<file path="src/rtl/mixed_block_c_packer_pkg.sv">
// Shared block-C record types, collector state encoding and default-geometry header helpers.
// Header layout: item k at [k*ITEM_W +: ITEM_W], count field directly above the last item slot.
package mixed_block_c_packer_pkg;

    typedef logic [1:0] cSizeT;
    typedef logic [2:0] cSizePlusT;

    // variablec2 is declared first so the packed item reads {variablec2, variablec}
    typedef struct packed {
        cSizePlusT variablec2;
        cSizeT     variablec;
    } packerItemSt;

    localparam int DEF_ITEMS = 2;
    localparam int ITEM_W    = $bits(packerItemSt);
    localparam int CNT_W     = $clog2(DEF_ITEMS + 1);
    localparam int DEF_HDR_W = DEF_ITEMS * ITEM_W + CNT_W;

    typedef enum logic [1:0] {
        ST_IDLE,
        ST_FILL,
        ST_FLUSH_PEND
    } collector_state_e;

    function automatic logic [DEF_HDR_W-1:0] pack_hdr(
        input packerItemSt [DEF_ITEMS-1:0] items,
        input logic [CNT_W-1:0]            count
    );
        logic [DEF_HDR_W-1:0] hdr;
        hdr = '0;
        for (int k = 0; k < DEF_ITEMS; k++) begin
            if (k < int'(count)) hdr[k*ITEM_W +: ITEM_W] = items[k];
        end
        hdr[DEF_ITEMS*ITEM_W +: CNT_W] = count;
        return hdr;
    endfunction

endpackage

</file>
<file path="src/rtl/mixed_block_c_hdr_fifo.sv">
// Generic DEPTH x WIDTH synchronous FIFO with occupancy; head is registered, reads 0 when empty.
// Push is dropped when full and pop when empty; wrap-bit pointers distinguish full from empty.
module mixed_block_c_hdr_fifo #(
    parameter int WIDTH = 13,
    parameter int DEPTH = 4
) (
    input  logic                       clk,
    input  logic                       rst_n,
    input  logic                       push_i,
    input  logic [WIDTH-1:0]           push_dat_i,
    input  logic                       pop_i,
    output logic                       rd_vld_o,
    output logic [WIDTH-1:0]           rd_dat_o,
    output logic                       full_o,
    output logic [$clog2(DEPTH+1)-1:0] level_o
);
    localparam int AW = $clog2(DEPTH);
    localparam int PW = AW + 1;

    logic [WIDTH-1:0] mem_q [DEPTH];
    logic [PW-1:0]    wr_q, wr_d, rd_q, rd_d;
    logic             empty, do_push, do_pop;

    assign empty   = (wr_q == rd_q);
    assign full_o  = (wr_q[AW] != rd_q[AW]) && (wr_q[AW-1:0] == rd_q[AW-1:0]);
    assign do_push = push_i && !full_o;
    assign do_pop  = pop_i && !empty;
    assign wr_d    = do_push ? wr_q + PW'(1) : wr_q;
    assign rd_d    = do_pop ? rd_q + PW'(1) : rd_q;

    assign rd_vld_o = !empty;
    assign rd_dat_o = empty ? '0 : mem_q[rd_q[AW-1:0]];
    assign level_o  = wr_q - rd_q;

    always_ff @(posedge clk or negedge rst_n) begin
        if (!rst_n) begin
            wr_q <= '0;
            rd_q <= '0;
        end else begin
            wr_q <= wr_d;
            rd_q <= rd_d;
        end
    end

    always_ff @(posedge clk) begin
        if (do_push) mem_q[wr_q[AW-1:0]] <= push_dat_i;
    end

endmodule

</file>
<file path="src/rtl/mixed_block_c_packer.sv">
// Packs ITEMS {variablec2,variablec} records plus a count into one header; headers appear one cycle after push.
// in_ready drops while a flush is pending or the completing record would find the FIFO full; optional MIXED_BLOCK_C_PACKER_TIMEOUT_EN auto-flush.
module mixed_block_c_packer
    import mixed_block_c_packer_pkg::*;
#(
    parameter int C_WIDTH   = 2,
    parameter int CP_WIDTH  = 3,
    parameter int ITEMS     = 2,
    parameter int HDR_WIDTH = 13,
    parameter int DEPTH     = 4,
    parameter int TIMEOUT   = 16
) (
    input  logic                       clk,
    input  logic                       rst_n,
    input  logic                       in_valid,
    output logic                       in_ready,
    input  logic [C_WIDTH-1:0]         in_variablec,
    input  logic [CP_WIDTH-1:0]        in_variablec2,
    input  logic                       flush,
    output logic                       out_valid,
    input  logic                       out_ready,
    output logic [HDR_WIDTH-1:0]       out_hdr,
    output logic [$clog2(DEPTH+1)-1:0] level,
    output logic                       busy
);
    localparam int IW = C_WIDTH + CP_WIDTH;
    localparam int CW = $clog2(ITEMS + 1);

    if (ITEMS < 1) begin : g_bad_items
        $error("ITEMS must be >= 1");
    end
    if (HDR_WIDTH < ITEMS * IW + CW) begin : g_bad_hdr
        $error("HDR_WIDTH too narrow for ITEMS records plus count");
    end
    if (DEPTH < 2 || (DEPTH & (DEPTH - 1)) != 0) begin : g_bad_depth
        $error("DEPTH must be a power of two >= 2");
    end

    collector_state_e           state_q, state_d;
    logic [CW-1:0]              count_q, count_d, cnt_n;
    logic [ITEMS-1:0][IW-1:0]   items_q, items_d, items_n;
    logic [HDR_WIDTH-1:0]       push_hdr;
    logic                       accept, push, flush_any, tmo_flush, fifo_full;

    assign in_ready  = (state_q != ST_FLUSH_PEND) && ((int'(count_q) < ITEMS - 1) || !fifo_full);
    assign accept    = in_valid && in_ready;
    assign flush_any = flush || tmo_flush;
    assign busy      = (count_q != '0) || (state_q == ST_FLUSH_PEND);

    // Contents after this cycle's accept; a flush in the same cycle includes the new record.
    always_comb begin
        items_n = items_q;
        cnt_n   = count_q + CW'(accept);
        for (int k = 0; k < ITEMS; k++) begin
            if (accept && count_q == CW'(k)) items_n[k] = {in_variablec2, in_variablec};
        end
        push_hdr = '0;
        for (int k = 0; k < ITEMS; k++) begin
            if (k < int'(cnt_n)) push_hdr[k*IW +: IW] = items_n[k];
        end
        push_hdr[ITEMS*IW +: CW] = cnt_n;
    end

    always_comb begin
        state_d = state_q;
        count_d = count_q;
        items_d = items_q;
        push    = 1'b0;
        if (state_q == ST_FLUSH_PEND) begin
            if (!fifo_full) begin
                push    = 1'b1;
                count_d = '0;
                state_d = ST_IDLE;
            end
        end else begin
            items_d = items_n;
            count_d = cnt_n;
            state_d = (cnt_n == '0) ? ST_IDLE : ST_FILL;
            if ((accept && int'(cnt_n) == ITEMS) || (flush_any && cnt_n != '0)) begin
                if (!fifo_full) begin
                    push    = 1'b1;
                    count_d = '0;
                    state_d = ST_IDLE;
                end else begin
                    state_d = ST_FLUSH_PEND;
                end
            end
        end
    end

    always_ff @(posedge clk or negedge rst_n) begin
        if (!rst_n) begin
            state_q <= ST_IDLE;
            count_q <= '0;
            items_q <= '0;
        end else begin
            state_q <= state_d;
            count_q <= count_d;
            items_q <= items_d;
        end
    end

`ifdef MIXED_BLOCK_C_PACKER_TIMEOUT_EN
    localparam int TW = $clog2(TIMEOUT + 1);
    logic [TW-1:0] tmo_q, tmo_d;

    assign tmo_flush = (tmo_q == TW'(TIMEOUT)) && (count_q != '0) && (state_q != ST_FLUSH_PEND);

    always_comb begin
        tmo_d = tmo_q;
        if (accept || count_d == '0 || state_q == ST_FLUSH_PEND) tmo_d = '0;
        else if (tmo_q != TW'(TIMEOUT)) tmo_d = tmo_q + TW'(1);
    end

    always_ff @(posedge clk or negedge rst_n) begin
        if (!rst_n) tmo_q <= '0;
        else        tmo_q <= tmo_d;
    end
`else
    logic unused_timeout;
    assign unused_timeout = (TIMEOUT == 0);
    assign tmo_flush      = 1'b0;
`endif

    mixed_block_c_hdr_fifo #(
        .WIDTH (HDR_WIDTH),
        .DEPTH (DEPTH)
    ) u_fifo (
        .clk        (clk),
        .rst_n      (rst_n),
        .push_i     (push),
        .push_dat_i (push_hdr),
        .pop_i      (out_valid && out_ready),
        .rd_vld_o   (out_valid),
        .rd_dat_o   (out_hdr),
        .full_o     (fifo_full),
        .level_o    (level)
    );

endmodule
</file>
<file path="config.mk">
export PLATFORM = sky130hd
export DESIGN_NAME = mixed_block_c_packer
export DESIGN_NICKNAME = d
export VERILOG_FILES = /design/src/rtl/mixed_block_c_packer_pkg.sv /design/src/rtl/mixed_block_c_hdr_fifo.sv /design/src/rtl/mixed_block_c_packer.sv
export SDC_FILE = /design/constraint.sdc
export NUM_CORES = 1
export LEC_CHECK = 0
export BUFFER_PORTS_ARGS = -buffer_cell sky130_fd_sc_hd__buf_2
export CORE_UTILIZATION = 38
export DETAILED_ROUTE_END_ITERATION = 8
export GPL_TIMING_DRIVEN = 0
export PLACE_DENSITY = 0.68
export SLEW_MARGIN = 20
export SYNTH_ARGS = -nofsm -noshare
export SYNTH_HDL_FRONTEND = slang
export SYNTH_SLANG_ARGS = --single-unit
export TNS_END_PERCENT = 20
</file>
<file path="constraint.sdc">
create_clock -name clk -period 3.6 [get_ports clk]
set_clock_uncertainty 0.05 [all_clocks]
set_input_delay 0.72 -clock clk [delete_from_list [all_inputs] [get_ports clk]]
set_output_delay 0.72 -clock clk [all_outputs]
set_load 0.02 [all_outputs]
</file>
* Word-level counts from Yosys, hierarchy flattened *
Memories as Yosys holds them, arrays and structs flattened.
Index checks and enable logic that the tools add are counted.

storage, ports and cells
  flip-flop bits (word level) = 20
  RAM bits = 48
  output and inout port bits = 19
  logic and storage cells = 59
  memories = 1

memories
  name          words  bits a word  rd ports  clocked after memory_dff  write ports  line                          RTL
  u_fifo.mem_q  4      12           1         0                         1            mixed_block_c_hdr_fifo.sv:20  logic [WIDTH-1:0] mem_q [DEPTH];

operators by class
  add/subtract/negate cells = 4
  $lt $le $gt $ge = 3
  eq/ne operators = 8
  mux-type cells = 18
  reduce and logical (&&, ||, !) cells = 19

operators by type and width
  operator                                                    number
  2-to-1 mux 5 bit                                            4
  2-to-1 mux 2 bit                                            7
  2-to-1 mux 13 bit                                           1
  logical AND 1 bit                                           10
  adder 3 x 1 -> 3 bit, second input constant                 2
  2-to-1 mux 1 bit                                            6
  equality test 2 bit, second input constant                  2
  logical NOT 2 bit                                           2
  less-than comparator 1 x 2 -> 1 bit, first input constant   2
  != test 2 bit, second input constant                        2
  nonzero test 2 bit                                          2
  equality test 3 bit                                         1
  logical OR 1 bit                                            3
  subtractor 3 bit                                            1
  adder 2 x 1 -> 2 bit                                        1
  equality test 2 x 1 -> 1 bit, second input constant         1
  equality test 2 bit                                         1
  logical NOT 1 bit                                           2
  less-than comparator 2 x 1 -> 1 bit, second input constant  1
  != test 1 bit                                               1

* Logic depth before layout (Yosys ltp) *
Gate-level depths: netlist (run 1).

  depth after elaboration = 15
  mapped depth = 12

* By module *
A second synthesis (run 1) with hierarchy kept.

second synthesis, totals
  cells, all modules = 217
  area total of the unflattened synthesis = 3269.4 sq um

by module, submodules not included
  module                  times used  cells each  area an instance (sq um)
  mixed_block_c_hdr_fifo  1           127         2439.8
  mixed_block_c_packer    1           90          829.5

* Worst setup path before layout (run 1) *
OpenSTA, ideal clock, no wires.

  path kind = register to register
  from = register u_fifo.rd_q[1]
  to = memory u_fifo.mem_q[0][0] in the netlist's numbering (enable)
  setup time = 355 ps
  data arrival time = 2958 ps
  path slack = 237 ps
  stages on the path, launching flop included = 12
  buffers on the path = 1
  period minus slack after synthesis = 3363 ps
  cell sequence = dfrtp_1 > clkbuf_1 > inv_1 > ha_1 > nand2_1 > nor3_1 > nor2_1 > ha_1 > nor2b_1 > o32ai_4 > a21oi_4 > and2_1

on the way
  longest elaborated chain between the ends = 15
  elaborated cells between the ends (all ways) = 18
  those cells by class = add/sub (1); eq/ne (2); mux (5); reduce/logical (10)

RTL lines
  what                                                       line                          RTL
  start: declaration                                         mixed_block_c_hdr_fifo.sv:21  logic [PW-1:0] wr_q, wr_d, rd_q, rd_d;
  start signal: assignment                                   mixed_block_c_hdr_fifo.sv:41  rd_q <= rd_d;
  equality test 2 bit (*)                                    mixed_block_c_hdr_fifo.sv:25  assign full_o = (wr_q[AW] != rd_q[AW]) && (wr_q[AW-1:0] == rd_q[AW-1:0]);
  logical AND 1 bit (*)                                      mixed_block_c_hdr_fifo.sv:25
  logical NOT 1 bit (*)                                      mixed_block_c_packer.sv:45    assign in_ready = (state_q != ST_FLUSH_PEND) && ((int'(count_q) < ITEMS - 1) || !fifo_full);
  logical OR 1 bit (*)                                       mixed_block_c_packer.sv:45
  logical AND 1 bit (*)                                      mixed_block_c_packer.sv:45
  logical AND 1 bit (*)                                      mixed_block_c_packer.sv:46    assign accept = in_valid && in_ready;
  adder 2 x 1 -> 2 bit (*)                                   mixed_block_c_packer.sv:53    cnt_n = count_q + CW'(accept);
  named net cnt_n[0]                                         mixed_block_c_packer.sv:40    logic [CW-1:0] count_q, count_d, cnt_n;
  equality test 2 bit or nonzero test 2 bit (tied branches)  mixed_block_c_packer.sv:79    if ((accept && int'(cnt_n) == ITEMS) || (flush_any && cnt_n != '0)) begin
  logical AND 1 bit                                          mixed_block_c_packer.sv:79
  logical OR 1 bit (*)                                       mixed_block_c_packer.sv:79
  2-to-1 mux 1 bit (*)                                       mixed_block_c_packer.sv:79
  2-to-1 mux 1 bit (*)                                       mixed_block_c_packer.sv:69    if (state_q == ST_FLUSH_PEND) begin
  logical AND 1 bit (*)                                      mixed_block_c_hdr_fifo.sv:26  assign do_push = push_i && !full_o;
  2-to-1 mux 1 bit (*)                                       mixed_block_c_hdr_fifo.sv:46  if (do_push) mem_q[wr_q[AW-1:0]] <= push_dat_i;
  2-to-1 mux 1 bit (implied by the code) (*)                 mixed_block_c_hdr_fifo.sv:46
  end: declaration                                           mixed_block_c_hdr_fifo.sv:20

Mark *: on every way through the listed nets, which the timed path passes. The rest lies on a longest branch.

* Final worst setup path (run 1) *
  from = register u_fifo.rd_q[1]
  to = memory u_fifo.mem_q[1][8] in the netlist's numbering (enable)

The elaborated chain is that of the path after synthesis.

==> summary.md, run 1 <==
| Metric | Value |
|---|---|
| Outcome | finished clean |
| Tightest Pin Transition | 0.5646 ns |
| Top cell family by delay on the critical path | simple AND/OR/NAND/NOR gates |
| Total wire length | 5506 um |
| Asr flop ratio synth | 29.41% |
| Total gr overflow | 0 |
| Global-route wire length before repair | 8997 um |
| Avg Cell Area, Syn | 15.88 um^2 |
| Fillcell total | 666 |
| Syn_nets | 210 |
| Synthesis-stage register bit count | 68 |
| Die area | 0.008343 mm^2 |
| Unrepaired setup endpoints after global routing | false |
| Netlist cell types | 41 |
| Register cell area after layout | 0.001943 mm^2 |
| EDFF count, synth | 48 |
| Endpoints failing setup | 0 |
| I/O pin count | 29 |
| WP data required | 3.58 ns |
| Final Hold Fails | 0 |
| Critical-path cell list | clkbuf_4, inv_1, ha_1, nand2_1, nor3_2, nor2_1, ha_1, nor2b_2, o32ai_4, a21oi_4, and2_4 |
| Worst R2R End | u_fifo.mem_q[1][8]$_DFFE_PP_ |
| Final ANT Viol Nets | 0 |
| Core area | 0.007727 mm^2 |
| Setup crit end | u_fifo.mem_q[1][8]$_DFFE_PP_ |
| Drt first pass iters | 5 |
| Detail Placement HPWL | 3707 um |
| Vias per cell | 4.979 |
| Global-route usage over all layers | 14.80% |
| Crit. path cell count | 11 |
| Main synth FF type | edfxtp_1 |
| Die width | 91.34 um |
| Starting density of the core | 39.25% |
| Largest net degree at the start of global routing | 21 |
| DR vias | 1683 |
| R2R depth | 11 |
| Clk sinks | 68 |
| CP arrival | 3.28 ns |
| Insertion delay to the later sink of the worst-skew pair | 0.34 ns |
| Setup WS post-layout | 0.3043 ns |
| Slew Viols, Final | 0 |
| CTS tree | done |
| DRT iter0 DRCs | 52 |
| Clk buf depth | 2 |
| CP Max Fanout | 12 |
| Buffers added on ports | 27 |
| Delay of the slowest critical-path stage | 0.47 ns |
| Critical path class | register to register |
| Layout Area Growth over Synthesis | 16.54% |
| Slowest cell on crit path | dfrtp_2 |
| Root buffer cell | clkbuf_8 |
| Place WS | -0.6359 ns |
| Setup crit start | u_fifo.rd_q[1]$_DFFE_PN0P_ |
| Number of global-route vias before repair | 1685 |
| Synth area leader | edfxtp_1 |
| Buf+Inv Stages, Crit Path | 2 |
| Height of the die | 91.34 um |
| Std cell rows | 32 |
| DR WL/cell | 16.29 um |
| Synth warnings | 0 |
| Clock transition at path regs | 0.07 ns |
| Nets | 250 |
| CP endpoint kind | register |
| Share of the synthesized area in the top cell type | 47.52% |
| Share of cells above drive strength 1 | 38.56% |
| H-tree Lvls | 3 |
| Slew headroom | 62.07% |
| Cell Area, Synth | 0.003033 mm^2 |
| Crit share post-route | 91.55% |
| Most used cell, CP | ha_1 |
| R2R setup slack | 0.30 ns |
| Crit start category | register |
| TritonCTS Buffers | 9 |
| Hold_buf cts | 0 |
| Min Tclk post-route | 3.296 ns |
| Launch point of the worst reg-to-reg path | u_fifo.rd_q[1]$_DFFE_PN0P_ |
| Final core utilization | 45.74% |
| Top cells by area in the synthesized netlist | edfxtp_1, dfrtp_1, mux4_2 |
| ANT cells | 0 |
| Remaining DRCs | 0 |
| Gpl congestion | 0.8098 |
| Area of the multi-input gates | 0.001042 mm^2 |
| Post-Syn Instances | 191 |
| Max cap viols | 0 |
| Initial antenna violation count | 0 |
| Fmax | 303.4 MHz |
| Post-synthesis sequential area ratio | 64.03% |
| Worst min-delay path class | primary input to async pin |
-- timing repair --
item,CTS,global route
endpoints found under the setup margin,79,65
gates resized for setup,8,3
pin swaps,1,0
buffers inserted,2,0
-- logic make-up (layout without fill, tap and decap cells) --
logic type                 count (synthesis)  count (layout)  share of synthesized area, %
AOI/OAI and AO/OA                         19              19                         5.116
xor gates and xnor gates                   7               7                         2.516
adders and majority gates                  9               9                         3.961
buffers and inverters                     13              58                         2.104
DFF                                       68              68                         64.03
muxes                                     19              19                         11.63
other                                      1               1                        0.1236
and+or+nand+nor                           55              55                         10.52
-- flip-flops by register name, indices dropped and copies added, names as in the netlist --
signal	count
u_fifo.rd_q	3
items_q	10
state_q	2
count_q	2
u_fifo.wr_q	3
u_fifo.mem_q	48
-- layout make-up --
class | count | area share (%)
Buffer | 6 | 1.097
Clock buffer | 9 | 3.504
Clock inverter | 7 | 1.912
Inverter | 7 | 0.8142
Multi-Input combinational cell | 110 | 29.49
Sequential cell | 68 | 54.97
Tap cell | 102 | 3.611
Timing Repair Buffer | 29 | 4.602
-- worst min-delay path by stage --
| stage | cells past startpoint | slack [ns] | to |
|---|---|---|---|
| after floorplan | 0 | 0.37 | count_q[0]$_DFFE_PN0P_ |
| after global placement | 1 | 0.43 | items_q[0]$_DFFE_PN0P_ |
| after detailed placement | 1 | 0.43 | items_q[3]$_DFFE_PN0P_ |
| after CTS | 1 | 0.28 | state_q[1]$_DFFE_PN0P_ |
| after global routing | 1 | 0.31 | u_fifo.rd_q[2]$_DFFE_PN0P_ |
| final | 1 | 0.28 | count_q[0]$_DFFE_PN0P_ |
-- cells in the final DEF (no fill, tap or decap), drive strengths merged, types with 2 or more instances in the layout --
master,n
o21ai,6
and2,15
dfrtp,20
mux4,12
clkbuf,11
inv,7
xnor2,6
nand2,11
buf,33
ha,8
a21oi,7
mux2,7
nor3,2
nand3,9
and2b,6
edfxtp,48
nor2,5
clkinv,6
nor2b,2
-- synth_stat cells, drive strengths merged (2+ instances only) --
master	n
edfxtp	48
inv	7
nor2	5
nor3	2
ha	8
and2	15
nand3	9
mux4	12
a21oi	7
nor2b	2
clkbuf	2
o21ai	6
xnor2	6
dfrtp	20
nand2	11
and2b	6
buf	4
mux2	7
-- metal layers --
metal,track usage [%],share of wire [%],wire length (um)
met5,0,0,0
met4,7.540,2.0,112
met3,2.596,4.4,245
met2,22.22,47,2580
met1,20.71,47,2568
-- per-stage QoR --
stage / hold WS (ns) / instance area, um^2 / setup TNS, ns / instances
after floorplan: 0.3744 / 3033 / 0 / 191
after global placement: 0.4255 / 3296 / -28.53 / 320
after detailed placement: 0.4324 / 3296 / -29.34 / 320
after CTS: 0.2847 / 3526 / 0 / 338
after global routing: 0.3108 / 3535 / 0 / 338
final: 0.2803 / 3535 / 0 / 338
Power of run 1 is left out: the tool's default activity adds up to more than one toggle a clock period on the data nets, which glitch-free logic cannot reach.
==> inputs of run 2 (changes only) <==
--- a/config.mk
+++ b/config.mk
@@ -6,10 +6,11 @@
 export NUM_CORES = 1
 export LEC_CHECK = 0
 export BUFFER_PORTS_ARGS = -buffer_cell sky130_fd_sc_hd__buf_2
-export CORE_UTILIZATION = 38
+export CORE_UTILIZATION = 30
 export DETAILED_ROUTE_END_ITERATION = 8
 export GPL_TIMING_DRIVEN = 0
-export PLACE_DENSITY = 0.68
+export PLACE_DENSITY = 0.59
+export SETUP_SLACK_MARGIN = 0.5
 export SLEW_MARGIN = 20
 export SYNTH_ARGS = -nofsm -noshare
 export SYNTH_HDL_FRONTEND = slang
==> run 2 against run 1 <==
  * Sequential cell count is the same
  * Via count is 0.18% lower
  * Register-to-register slack improved by 0.39 ns
  * Cell count grew 10%
  * Count of clock-buffer cells in the layout increased by 1
  * Critical path type unchanged
  * Largest cell class unchanged
  * Highest routed layer unchanged
==> summary.md, run 2 (synthesis gave the netlist of run 1 again) <==
| Metric | Value |
|---|---|
| Clk sinks | 68 (unchanged) |
| Top cell family by delay on the critical path | simple AND/OR/NAND/NOR gates (unchanged) |
| Largest net degree at the start of global routing | 21 (unchanged) |
| Total gr overflow | 0 (unchanged) |
| Clk buf depth | 2 (unchanged) |
| Layout Area Growth over Synthesis | 21.70% (was 16.54%) |
| CP Max Fanout | 10 (was 12) |
| Slew Viols, Final | 0 (unchanged) |
| DR vias | 1680 (was 1683) |
| Worst min-delay path class | primary input to async pin (unchanged) |
| Commonest non-fill, non-tap cell in the layout | edfxtp_1 (unchanged) |
| Share of cells above drive strength 1 | 40.42% (was 38.56%) |
| Launch point of the worst reg-to-reg path | u_fifo.rd_q[1]$_DFFE_PN0P_ (unchanged) |
| Number of global-route vias before repair | 1713 (was 1685) |
| Endpoints failing setup | 0 (unchanged) |
| Hold_buf cts | 0 (unchanged) |
| Commonest non-fill, non-tap cells in the layout | edfxtp_1, buf_2, dfrtp_1, mux4_2, and2_1 (unchanged) |
| Std cell rows | 36 (was 32) |
| Slew headroom | 62.81% (was 62.07%) |
| Worst R2R End | u_fifo.mem_q[2][10]$_DFFE_PP_ (was u_fifo.mem_q[1][8]$_DFFE_PP_) |
| Fmax | 343.6 MHz (was 303.4 MHz) |
| Core area | 0.009774 mm^2 (was 0.007727 mm^2) |
| R2R depth | 11 (unchanged) |
| Total wire length | 6302 um (was 5506 um) |
| CP endpoint kind | register (unchanged) |
| Unrepaired setup endpoints after global routing | false (unchanged) |
| Crit share post-route | 80.84% (was 91.55%) |
| Root buffer cell | clkbuf_8 (unchanged) |
| Max cap viols | 0 (unchanged) |
| R2R setup slack | 0.69 ns (was 0.30 ns) |
| I/O pin count | 29 (unchanged) |
| Buffers added on ports | 27 (unchanged) |
| Final ANT Viol Nets | 0 (unchanged) |
| Remaining DRCs | 0 (unchanged) |
| Vias per cell | 4.504 (was 4.979) |
| DRT iter0 DRCs | 90 (was 52) |
| Tightest Pin Transition | 0.5536 ns (was 0.5646 ns) |
| Nets | 254 (was 250) |
| Die area | 0.01052 mm^2 (was 0.008343 mm^2) |
| Largest register FFs | 48 (unchanged) |
| Global-route wire length before repair | 9584 um (was 8997 um) |
| Drt first pass iters | 4 (was 5) |
| Initial antenna violation count | 0 (unchanged) |
| CTS tree | done (unchanged) |
| Buf+Inv Stages, Crit Path | 2 (unchanged) |
| Height of the die | 102.5 um (was 91.34 um) |
| Final Hold Fails | 0 (unchanged) |
| DR WL/cell | 16.90 um (was 16.29 um) |
| Starting density of the core | 31.03% (was 39.25%) |
| Detail Placement HPWL | 3951 um (was 3707 um) |
| CP arrival | 2.91 ns (was 3.28 ns) |
| Insertion delay to the later sink of the worst-skew pair | 0.34 ns (about the same) |
| H-tree Lvls | 3 (unchanged) |
| TritonCTS Buffers | 9 (unchanged) |
| Final core utilization | 37.76% (was 45.74%) |
| Global-route usage over all layers | 13.19% (was 14.80%) |
| Delay of the slowest critical-path stage | 0.39 ns (was 0.47 ns) |
| Gpl congestion | 0.7110 (was 0.8098) |
| ANT cells | 0 (unchanged) |
| WP data required | 3.60 ns (was 3.58 ns) |
| Min Tclk post-route | 2.910 ns (was 3.296 ns) |
| Placed cell areas | 0.003342 mm^2 (was 0.003296 mm^2) |
| Slowest cell on crit path | dfrtp_2 (unchanged) |
| Critical-path cell list | clkbuf_8, inv_1, ha_1, nand2_2, nor3_4, nor2_1, ha_2, nor2b_4, o32ai_4, a21oi_4, and2_4 (was clkbuf_4, inv_1, ha_1, nand2_1, nor3_2, nor2_1, ha_1, nor2b_2, o32ai_4, a21oi_4, and2_4) |
| Post-route cell area | 0.003691 mm^2 (was 0.003535 mm^2) |
| Die width | 102.5 um (was 91.34 um) |
| Outcome | finished clean (unchanged) |
| Clock transition at path regs | 0.07 ns (about the same) |
| Crit start category | register (unchanged) |
| Critical path class | register to register (unchanged) |
run 2: cell types whose count changed in the layout (fill, tap and decap cells not counted), sizes merged:
cell / delta
and2: +3
clkinv: -3
bufinv: +2
buf: +1
clkbuf: +1
run 2: layout make-up:
type | count | area (um^2)
Tap cell | 133 | 166.4
Fill cell | 933 | 6083
Timing Repair Buffer | 30 | 170.2
Clock inverter | 6 | 112.6
Sequential cell | 68 | 1943
Clock buffer | 10 | 127.6
Buffer | 6 | 46.29
Multi-Input combinational cell | 113 | 1096
Inverter | 7 | 28.78
run 2: how the worst max path moves through the flow:
stage                               startpoint                       endpoint  slack (ns)  cells after the start
finish              u_fifo.rd_q[1]$_DFFE_PN0P_  u_fifo.mem_q[2][10]$_DFFE_PP_        0.69                     11
detailed placement  u_fifo.rd_q[1]$_DFFE_PN0P_   u_fifo.mem_q[3][6]$_DFFE_PP_       -0.29                     10
CTS                 u_fifo.rd_q[1]$_DFFE_PN0P_   u_fifo.mem_q[2][0]$_DFFE_PP_        0.60                     11
global placement    u_fifo.rd_q[1]$_DFFE_PN0P_   u_fifo.mem_q[3][6]$_DFFE_PP_       -0.27                     10
global route        u_fifo.rd_q[2]$_DFFE_PN0P_                     out_hdr[6]        0.51                      5
floorplan           u_fifo.rd_q[1]$_DFFE_PN0P_   u_fifo.mem_q[3][0]$_DFFE_PP_        0.52                     10
run 2: through the flow:
| stage | setup slack [ns] | instances | setup TNS, ns | hold WS [ns] |
|---|---|---|---|---|
| after floorplan | 0.5169 | 191 | 0 | 0.3744 |
| after global placement | -0.2695 | 351 | -7.100 | 0.4280 |
| after detailed placement | -0.2850 | 351 | -7.908 | 0.4319 |
| after CTS | 0.5952 | 373 | 0 | 0.2910 |
| after global routing | 0.5087 | 373 | 0 | 0.3045 |
| final | 0.6897 | 373 | 0 | 0.2808 |
run 2: layer usage:
layer / part of all wire [%] / global-route usage, % / vias up
li1: - / - / 798
met5: 0 / 0 / -
met2: 47 / 20.26 / 39
met1: 47 / 17.59 / 835
met3: 4.6 / 3.864 / 8
met4: 1.4 / 5.275 / 0
run 2: worst register-to-register path, delay by kind of cell, from the launching register on:
family / cells / cell delay [ns]
flops: 1 / 0.39
compound gates: 2 / 0.44
buf+inv: 2 / 0.25
fa+ha+maj: 2 / 0.65
simple gates: 5 / 0.85
run 2: what timing repair did:
item                                    4_1_cts  5_1_grt
gates resized for setup                      14        2
endpoints found under the setup margin       85       36
endpoints found under the hold margin         0        0
setup buffers                                 3        0
gates cloned                                  3        0
pin swaps                                     4        4
Power of run 2 is left out for the same reason.
